===== config.mk =====
export PLATFORM = sky130hd
export DESIGN_NAME = clock_time_counter
export DESIGN_NICKNAME = d
export VERILOG_FILES = /design/src/rtl/clock_time_counter.sv
export SDC_FILE = /design/constraint.sdc
export NUM_CORES = 1
export LEC_CHECK = 0
export ABC_AREA = 1
export CELL_PAD_IN_SITES_DETAIL_PLACEMENT = 0
export CELL_PAD_IN_SITES_GLOBAL_PLACEMENT = 1
export CORE_MARGIN = 4
export CORE_UTILIZATION = 30
export CTS_CLUSTER_DIAMETER = 150
export CTS_CLUSTER_SIZE = 40
export DETAILED_ROUTE_END_ITERATION = 16
export PLACE_DENSITY = 0.6
export SLEW_MARGIN = 10
export SYNTH_ARGS = -nofsm -noshare
export SYNTH_HDL_FRONTEND = slang
export SYNTH_SLANG_ARGS = --single-unit

===== constraint.sdc =====
create_clock -name clk -period 2.8 [get_ports clk]
set_input_delay 0.28 -clock clk [delete_from_list [all_inputs] [get_ports clk]]
set_output_delay 0.28 -clock clk [all_outputs]
set_load 0.01 [all_outputs]

===== src/rtl/clock_time_counter.sv =====
`default_nettype none
// ============================================================================
// Module  : clock_time_counter
// Brief   : 24-hour timekeeping core with a 1 Hz prescaler and a button-driven
//           set mode for hours and minutes.
// Rev     : 1.0
// ============================================================================
module clock_time_counter #(
    parameter int TICKS_PER_SEC = 50_000_000
) (
    input  logic       clk,
    input  logic       reset,
    input  logic       set_mode,
    input  logic       inc_min,
    input  logic       inc_hr,
    output logic [5:0] hours,
    output logic [5:0] minutes,
    output logic [5:0] seconds,
    output logic       sec_tick,
    output logic       set_active
);

    localparam int PW = $clog2(TICKS_PER_SEC);
    localparam logic [PW-1:0] C_PRESCALE_LAST = PW'(TICKS_PER_SEC - 1);

    typedef enum logic [0:0] {
        ST_RUN = 1'b0,
        ST_SET = 1'b1
    } state_t;

    state_t        state_q, state_d;
    logic [PW-1:0] prescale_q, prescale_d;
    logic [5:0]    hours_q, hours_d;
    logic [5:0]    minutes_q, minutes_d;
    logic [5:0]    seconds_q, seconds_d;
    logic          sec_tick_q, sec_tick_d;
    logic          inc_min_prev_q, inc_hr_prev_q;
    logic          w_min_edge, w_hr_edge;

    assign w_min_edge = inc_min & ~inc_min_prev_q;
    assign w_hr_edge  = inc_hr & ~inc_hr_prev_q;

    // The state change acts on the sampling edge, so the datapath keys off
    // state_d; this is what lets SET win over a coincident prescaler wrap.
    always_comb begin
        state_d    = set_mode ? ST_SET : ST_RUN;
        prescale_d = prescale_q;
        hours_d    = hours_q;
        minutes_d  = minutes_q;
        seconds_d  = seconds_q;
        sec_tick_d = 1'b0;

        if (state_d == ST_SET) begin
            prescale_d = '0;
            seconds_d  = '0;
            if (w_min_edge) begin
                minutes_d = (minutes_q == 6'd59) ? 6'd0 : minutes_q + 6'd1;
            end
            if (w_hr_edge) begin
                hours_d = (hours_q == 6'd23) ? 6'd0 : hours_q + 6'd1;
            end
        end else if (prescale_q == C_PRESCALE_LAST) begin
            prescale_d = '0;
            sec_tick_d = 1'b1;
            if (seconds_q == 6'd59) begin
                seconds_d = 6'd0;
                if (minutes_q == 6'd59) begin
                    minutes_d = 6'd0;
                    hours_d   = (hours_q == 6'd23) ? 6'd0 : hours_q + 6'd1;
                end else begin
                    minutes_d = minutes_q + 6'd1;
                end
            end else begin
                seconds_d = seconds_q + 6'd1;
            end
        end else begin
            prescale_d = prescale_q + PW'(1);
        end
    end

    always_ff @(posedge clk) begin
        if (reset) begin
            state_q        <= ST_RUN;
            prescale_q     <= '0;
            hours_q        <= '0;
            minutes_q      <= '0;
            seconds_q      <= '0;
            sec_tick_q     <= 1'b0;
            inc_min_prev_q <= 1'b0;
            inc_hr_prev_q  <= 1'b0;
        end else begin
            state_q        <= state_d;
            prescale_q     <= prescale_d;
            hours_q        <= hours_d;
            minutes_q      <= minutes_d;
            seconds_q      <= seconds_d;
            sec_tick_q     <= sec_tick_d;
            inc_min_prev_q <= inc_min;
            inc_hr_prev_q  <= inc_hr;
        end
    end

    assign hours      = hours_q;
    assign minutes    = minutes_q;
    assign seconds    = seconds_q;
    assign sec_tick   = sec_tick_q;
    assign set_active = (state_q == ST_SET);

endmodule
`default_nettype wire


======== Word-level counts from Yosys, hierarchy flattened ========
Index checks and enable logic that the tools add are counted.
word-level totals
  register bits after elaboration ......... 48
  input bits .............................. 5
  output and inout port bits .............. 20
operators by class
  add/subtract/negate cells ............... 4
  equal/unequal tests ..................... 6
  muxes and demuxes ....................... 14
  bitwise operators ....................... 4
  reduce and logical (&&, ||, !) cells .... 7
operators by type and width
  kind                                                              number
  6-bit 2-to-1 mux                                                  12
  26-bit by 1-bit adder with 26-bit output (second input constant)  1
  26-bit == test (second input constant)                            1
  6-bit by 1-bit adder with 6-bit output (second input constant)    3
  6-bit == test (second input constant)                             2
  6-bit by 5-bit == test with 1-bit output (second input constant)  1
  2-bit nonzero test                                                3
  2-bit by 1-bit != test with 1-bit output (second input constant)  2
  4-bit AND reduction                                               1
  3-bit AND reduction                                               1
  3-bit OR reduction                                                1
  1-bit bitwise AND                                                 2
  1-bit 2-to-1 mux                                                  2
  1-bit NOT                                                         2
  2-bit OR reduction                                                1

======== Depth between registers and ports, before layout ========
Gate-level depths: netlist (run 1).
  word-level depth ........................ 6
  depth in mapped cells ................... 11

======== Least setup slack after synthesis (run 1) ========
OpenSTA, ideal clock, no wires.
  path kind ............................... register to register
  start point ............................. reg prescale_q[0]
  end point ............................... reg prescale_q[20]
  setup time .............................. 117 ps
  data arrival time ....................... 1407 ps
  required time ........................... 2683 ps
  setup slack ............................. 1276 ps
  stages on the path, launching flop included .. 10
  buffers on the path ..................... 0
  clock period less this slack ............ 1524 ps
  path through ............................ dfxtp_1 > ha_1 > nand2_2 > nor2_4 > nand2_4 > nor2_4 > nand2_2 > nor2_2 > xor2_1 > nor2_1
on the way
  cells in the longest elaborated chain, start to end .. 2
RTL lines
  item                                                                              line  source
  start, declared                                                                   32    logic [PW-1:0] prescale_q, prescale_d;
  start signal, assigned                                                            93    prescale_q <= prescale_d;
  branches (longest 2 deep; another with 26-bit by 1-bit adder with 26-bit output)  --
Several ways; the timed one is not identified.
A chain may end at the register's enable or synchronous reset.

======== Worst setup path after layout (run 1) ========
  start point ............................. reg prescale_q[0]
  end point ............................... reg prescale_q[12]
The elaborated chain is that of the path after synthesis.

==> results.md, run 1 <==
* WHS Path Cells at 2
* Post-layout minimum cycle time at 1790 ps
* M2 GR Usage at 0.197
* Clock Pin Slew Worst Setup and Hold Paths at 100 ps
* HP Start: prescale_q[22]$_SDFF_PP0_
* Core Util, Final at 0.368
* Vias in the first global route at 2200
* Root buffer cell: clkbuf_8
* M1 GR Usage at 0.193
* DP Cell Count at 501
* Congestion Overflow GR at 0
* Post-DP HPWL at 4940 um
* Clk buf depth at 2
* Setup WS post-layout at 1010 ps
* Top Ports at 25
* Worst flop-to-flop path endpoint: prescale_q[12]$_SDFF_PP0_
* Antenna-violating nets left at 0
* Share of layout cells above drive strength 1 at 0.0990
* Fmax achieved at 559 MHz
* Syn. warnings at 0
* Worst Hold Slack at 476 ps
* Syn Nets at 383
* Syn Area/Cell at 6.95 um2
* Busiest grt layer: met2
* Pin count of the biggest net entering global routing at 21
* Final setup violation count at 0
* Seq/Total Area, Yosys at 0.370
* Post-CTS Hold Fix Bufs at 0
* Slew at the pin closest to its max-slew limit at 431 ps
* Final Cycle Share at 0.639
* H-tree levels at 2
* Syn Inst Count at 374
* Slew margin rel. at 0.711
* VDD IR max at 0.000179 V
* GP Congestion at 0.788
* DP Area at 2960 um2
* Final Max Tran Viols at 0
* Post-synthesis cell area at 2600 um2
* Unrepaired setup endpoints after global routing: no
* Final setup TNS at 0 ps
* TritonRoute pass-1 iters at 4
* Core Rows at 33
* Reg-to-reg startpoint: prescale_q[0]$_SDFF_PP0_
* Gr usage total at 0.131
* DRC viols at 0
* Die height at 101 um
* R2R setup slack at 1010 ps
* IO Port Bufs at 24
* Syn-to-layout area delta at 17.9%
* Post-place setup slack at 835 ps
* Max Cap Violations at 0
* Startpoint types: register
* Clock Latency Late Sink at 300 ps
* Status: finished clean
* Core ar. at 8340 um2
* Clock Sinks at 48
* CTS buffer count at 5
* Chip width at 101 um
* Power per Cell Area at 418 nW/um2
* CP Data Required Time at 3010 ps
* Final WL at 6370 um
* First-pass GRT wire length at 10700 um
* Arr. time, crit path at 2000 ps
* CTS tree: done
* Initial drt markers at 69
* Via Count at 2374
* Leak at 1.12 nW
* Diode count at 0
* Worst hold endpoint: prescale_q[22]$_SDFF_PP0_
* Worst Hold Class: reg -> reg
* Initial core utilization at 0.312
* Final net count at 412
* Tot Pwr at 1.28 mW
* Worst Path Max Fanout at 20
* Critical path class: reg -> reg
* Drt via density at 4.66
* Non-Filler Instances at 509
* Met3 usage at 0.0263
* Final Hold Viols at 0
* Seq cells post-synth at 48
* Critical path launch point: prescale_q[0]$_SDFF_PP0_
* Worst R2R Path Depth at 10
* Fill count at 929
* Post-CTS sizing at 0
* Die area at 10200 um2
* Skew final at 10.4 ps
* Unique masters post-synth at 32
* Post-CTS setup buffers at 0
* Crit. End Element: register
* Initial antenna violation count at 0
* Final instance area at 3070 um2
* Routed len/inst at 12.5 um
## layer usage
metal | up-vias | part of all wire
met2 | 32 | 0.44
met5 | - | 0
li1 | 1267 | -
met4 | 0 | 0.0083
met3 | 5 | 0.027
met1 | 1070 | 0.53
## power breakdown
group	switching, mW	internal (mW)
clock	0.242	0.266
sequential	0.00862	0.691
combinational	0.0444	0.0306
## layout make-up
type / instances / area (um2) / area share
multi-input combinational: 272 / 1430 / 0.466
sequential: 48 / 961 / 0.313
timing repair buffer: 25 / 248 / 0.0808
inverter: 51 / 191 / 0.0624
tap: 105 / 131 / 0.0428
clock buffer: 6 / 72.6 / 0.0237
clock inverter: 2 / 35.0 / 0.0114
## registers in the layout, summed over array words and instances, names as in the netlist
register and flops:
seconds 6, hours 6, inc_hr_prev_q 1, inc_min_prev_q 1, set_active 1, sec_tick 1
minutes 6, prescale_q 26
## critical path: stages, from the launching register on
cell     delay (ps)
dfxtp_1         430
ha_1            210
nand2_2          80
nor2_4          150
inv_1           100
nor2_4          130
nand2_1          90
nand2_2          70
buf_4           250
a21oi_1          70
o21a_1          100
## synth_stat cells (all sizes together)
master	n	area [um2]
dfxtp	48	961
nor2	59	264
buf	2	16.3
xor2	6	52.6
ha	4	50.1
nor3b	3	22.5
o21ai	11	55.1
clkinv	1	3.75
o21a	1	7.51
nand3b	2	15.0
nand4	9	56.3
xnor2	5	43.8
inv	50	188
or2	2	12.5
nor3	10	71.3
nand3	34	180
o31ai	1	21.3
nand2	90	390
a21oi	34	178
clkbuf	1	3.75
a21boi	1	7.51
## cell families (layout without fill, tap and decap cells)
| logic type | count (synthesis) | after routing | share of synthesized area |
|---|---|---|---|
| AO/OA/AOI/OAI | 48 | 48 | 0.103 |
| XOR/XNOR | 11 | 11 | 0.0371 |
| adder cells (fa/ha/maj) | 4 | 4 | 0.0193 |
| buffers and inverters | 54 | 84 | 0.0813 |
| flip-flops | 48 | 48 | 0.370 |
| AND/OR/NAND/NOR | 209 | 209 | 0.389 |
## cells in the final DEF (no fill, tap or decap), types with 2 or more instances in the layout
master / count
nand4_1: 9
inv_2: 3
nor2_2: 5
clkbuf_8: 5
nor3_1: 7
nand3b_1: 2
clkdlybuf4s50_1: 24
ha_1: 4
xnor2_1: 5
xor2_1: 6
a21oi_1: 32
nand2_1: 79
nor3b_1: 3
dfxtp_1: 48
a21oi_2: 2
nand3_1: 32
inv_1: 47
nand2_4: 5
nand3_2: 2
nor2_4: 4
nor2_1: 50
nor3_2: 2
o21ai_0: 11
nand2_2: 6
## worst max-delay path by stage
stage | endpoint | slack (ps) | cells past startpoint
2_1_floorplan | prescale_q[20]$_SDFF_PP0_ | 1280 | 9
3_5_place_dp | prescale_q[22]$_SDFF_PP0_ | 830 | 6
6_report | prescale_q[12]$_SDFF_PP0_ | 1010 | 10
5_1_grt | prescale_q[12]$_SDFF_PP0_ | 790 | 10
4_1_cts | prescale_q[12]$_SDFF_PP0_ | 960 | 10
3_3_place_gp | prescale_q[7]$_SDFF_PP0_ | 860 | 6
No activity file was read; power rests on OpenSTA's default activity.
==> run 2, diff against run 1 <==
PLACE_DENSITY = 0.62   (was 0.6)
clock period = 1.46 ns   (was 2.8 ns; I/O delays follow)
==> run 2 against run 1 <==
Effect of this change:
- clock skew fell by 5.9 ps
- clock power rose by 64%
- highest routed layer unchanged
- critical path depth rose by 2
- the run now ends with setup timing left
- total power rose by 85%
- largest cell class unchanged
- largest power group unchanged
- utilization rose by 10 points
==> results.md, run 2 (same netlist as run 1, synthesis figures left out) <==
* R2R setup slack at -120 ps
* Fmax achieved at 633 MHz
* Post-CTS Hold Fix Bufs at 0
* IO Port Bufs at 24
* Slew at the pin closest to its max-slew limit at 325 ps
* Share of layout cells above drive strength 1 at 0.384
* Initial antenna violation count at 0
* Most common cell after layout, fill and taps aside: nand2_1
* Worst Hold Class: in -> reg
* Worst flop-to-flop path endpoint: hours[2]$_SDFFE_PP0P_
* TritonRoute pass-1 iters at 5
* Core Rows at 33
* Core ar. at 8340 um2
* Largest reg by FF count: prescale_q
* Non-Filler Instances at 582
* CTS buffer count at 5
* Via Count at 2629
* Most frequent cells in the layout: 67 x nand2_1, 66 x buf_4, 44 x nor2_1
* Drt via density at 4.52
* Post-layout minimum cycle time at 1580 ps
* Final Hold Viols at 0
* Syn-to-layout area delta at 50.6%
* Initial drt markers at 114
* Post-DP HPWL at 5400 um
* Final setup TNS at -1890 ps
* Max incr delay on CP at 360 ps
* Initial core utilization at 0.312
* Vias in the first global route at 2560
* Power per Cell Area at 607 nW/um2
* Pin count of the biggest net entering global routing at 14
* Comb pwr share at 0.089
* P_sw at 0.574 mW
* Gr usage total at 0.145
* Final net count at 485
* Unrepaired setup endpoints after global routing: yes
* Pint at 1.80 mW
* Die area at 10200 um2
* End of the critical path: hours[2]$_SDFFE_PP0P_
* Clock Sinks at 48
* Clock share of power at 0.351
* Violated checks: setup timing
* GP Congestion at 0.795
* H-tree levels at 2
* Crit path top cell by count: nand2_4
* Tot Pwr at 2.38 mW
* Final Cycle Share at 1.08
* Chip width at 101 um
* Top Ports at 25
* Startpoint types: register
* Sequential power share at 0.560
* Final Max Tran Viols at 0
* Crit path max-delay cell type: dfxtp_2
* DP Cell Count at 558
* Critical path launch point: prescale_q[1]$_SDFF_PP0_
* Clk buf depth at 2
* Max Cap Violations at 0
* CP Data Required Time at 1650 ps
* First-pass GRT wire length at 12000 um
* VDD IR max at 0.000273 V
* CTS tree: done
* Sw Share at 0.241
* Status: complete, but fails checks
* Routed len/inst at 12.1 um
* Skew final at 4.46 ps
* Final setup violation count at 26
* Root buffer cell: clkbuf_8
* Crit. End Element: register
* Reg-to-reg startpoint: prescale_q[1]$_SDFF_PP0_
* Slew margin rel. at 0.783
* Core Util, Final at 0.469
* Worst R2R Path Depth at 12
* Critical path class: reg -> reg
* Clock Latency Late Sink at 300 ps
* Congestion Overflow GR at 0
* Arr. time, crit path at 1770 ps
* Cell Chain, Critical Path: ha_4 -> nand2_4 -> nor2_4 -> buf_6 -> inv_4 -> nor2_4 -> buf_6 -> nand3_4 -> nand2_4 -> nand2_4 -> nand2_1 -> a21oi_1
* Antenna-violating nets left at 0
* Final WL at 7040 um
* DRC viols at 0
* Clock Pin Slew Worst Setup and Hold Paths at 90 ps
* Leak at 1.70 nW
* Largest register FFs at 26
* Worst Path Max Fanout at 5
* Diode count at 0
* Die height at 101 um
* Setup WS post-layout at -120 ps
run 2: layer usage:
| layer | vias up | global-route usage | wire length, um |
|---|---|---|---|
| met5 | - | 0 | 0 |
| li1 | 1406 | - | - |
| met1 | 1181 | 0.185 | 3260 |
| met2 | 33 | 0.247 | 3450 |
| met3 | 9 | 0.0263 | 219 |
| met4 | 0 | 0.0429 | 112 |
run 2: worst min-delay path by stage:
| stage | slack [ps] | startpoint | endpoint | depth (start not counted) |
|---|---|---|---|---|
| floorplan | 270 | inc_min | inc_min_prev_q$_SDFF_PP0_ | 2 |
| global placement | 460 | prescale_q[22]$_SDFF_PP0_ | prescale_q[22]$_SDFF_PP0_ | 2 |
| detailed placement | 470 | prescale_q[22]$_SDFF_PP0_ | prescale_q[22]$_SDFF_PP0_ | 2 |
| CTS | 430 | inc_hr | inc_hr_prev_q$_SDFF_PP0_ | 3 |
| global route | 470 | inc_hr | inc_hr_prev_q$_SDFF_PP0_ | 3 |
| finish | 450 | inc_hr | inc_hr_prev_q$_SDFF_PP0_ | 3 |
run 2: worst max-delay path, delay by kind of cell (launching register included):
kind	cells	cell delay, ps
compound gates	1	50
buf+inv	3	270
simple gates	7	630
flops	1	360
fa+ha+maj	1	150
run 2: repair_timing:
item                                    4_1_cts  5_1_grt
setup buffers                                 9        8
gates resized for setup                      37       67
gates cloned                                  1        0
pin swaps                                    21       21
endpoints found under the setup margin       45       57
run 2: power by group through the flow:
stage	combinational, mW	sequential, mW	clock [mW]
2_1_floorplan	0.0849	1.38	0
3_3_place_gp	0.187	1.37	0
3_5_place_dp	0.187	1.37	0
4_1_cts	0.199	1.34	0.877
5_1_grt	0.233	1.33	0.931
6_report	0.211	1.33	0.834
run 2: metrics by stage:
| stage | area (um2) | setup WS, ps | hold slack, ps |
|---|---|---|---|
| 3_3_place_gp | 3420 | -153 | 461 |
| 3_5_place_dp | 3420 | -194 | 466 |
| 5_1_grt | 3920 | -216 | 466 |
| 4_1_cts | 3670 | -120 | 432 |
| 2_1_floorplan | 2620 | -32.4 | 271 |
| 6_report | 3920 | -120 | 449 |
run 2: area by class of cell:
| cell class | count | area, um2 |
|---|---|---|
| sequential | 48 | 998 |
| clock buffer | 8 | 90.1 |
| multi-input combinational | 273 | 1660 |
| fill | 874 | 4430 |
| timing repair buffer | 97 | 837 |
| inverter | 51 | 200 |
| tap | 105 | 131 |
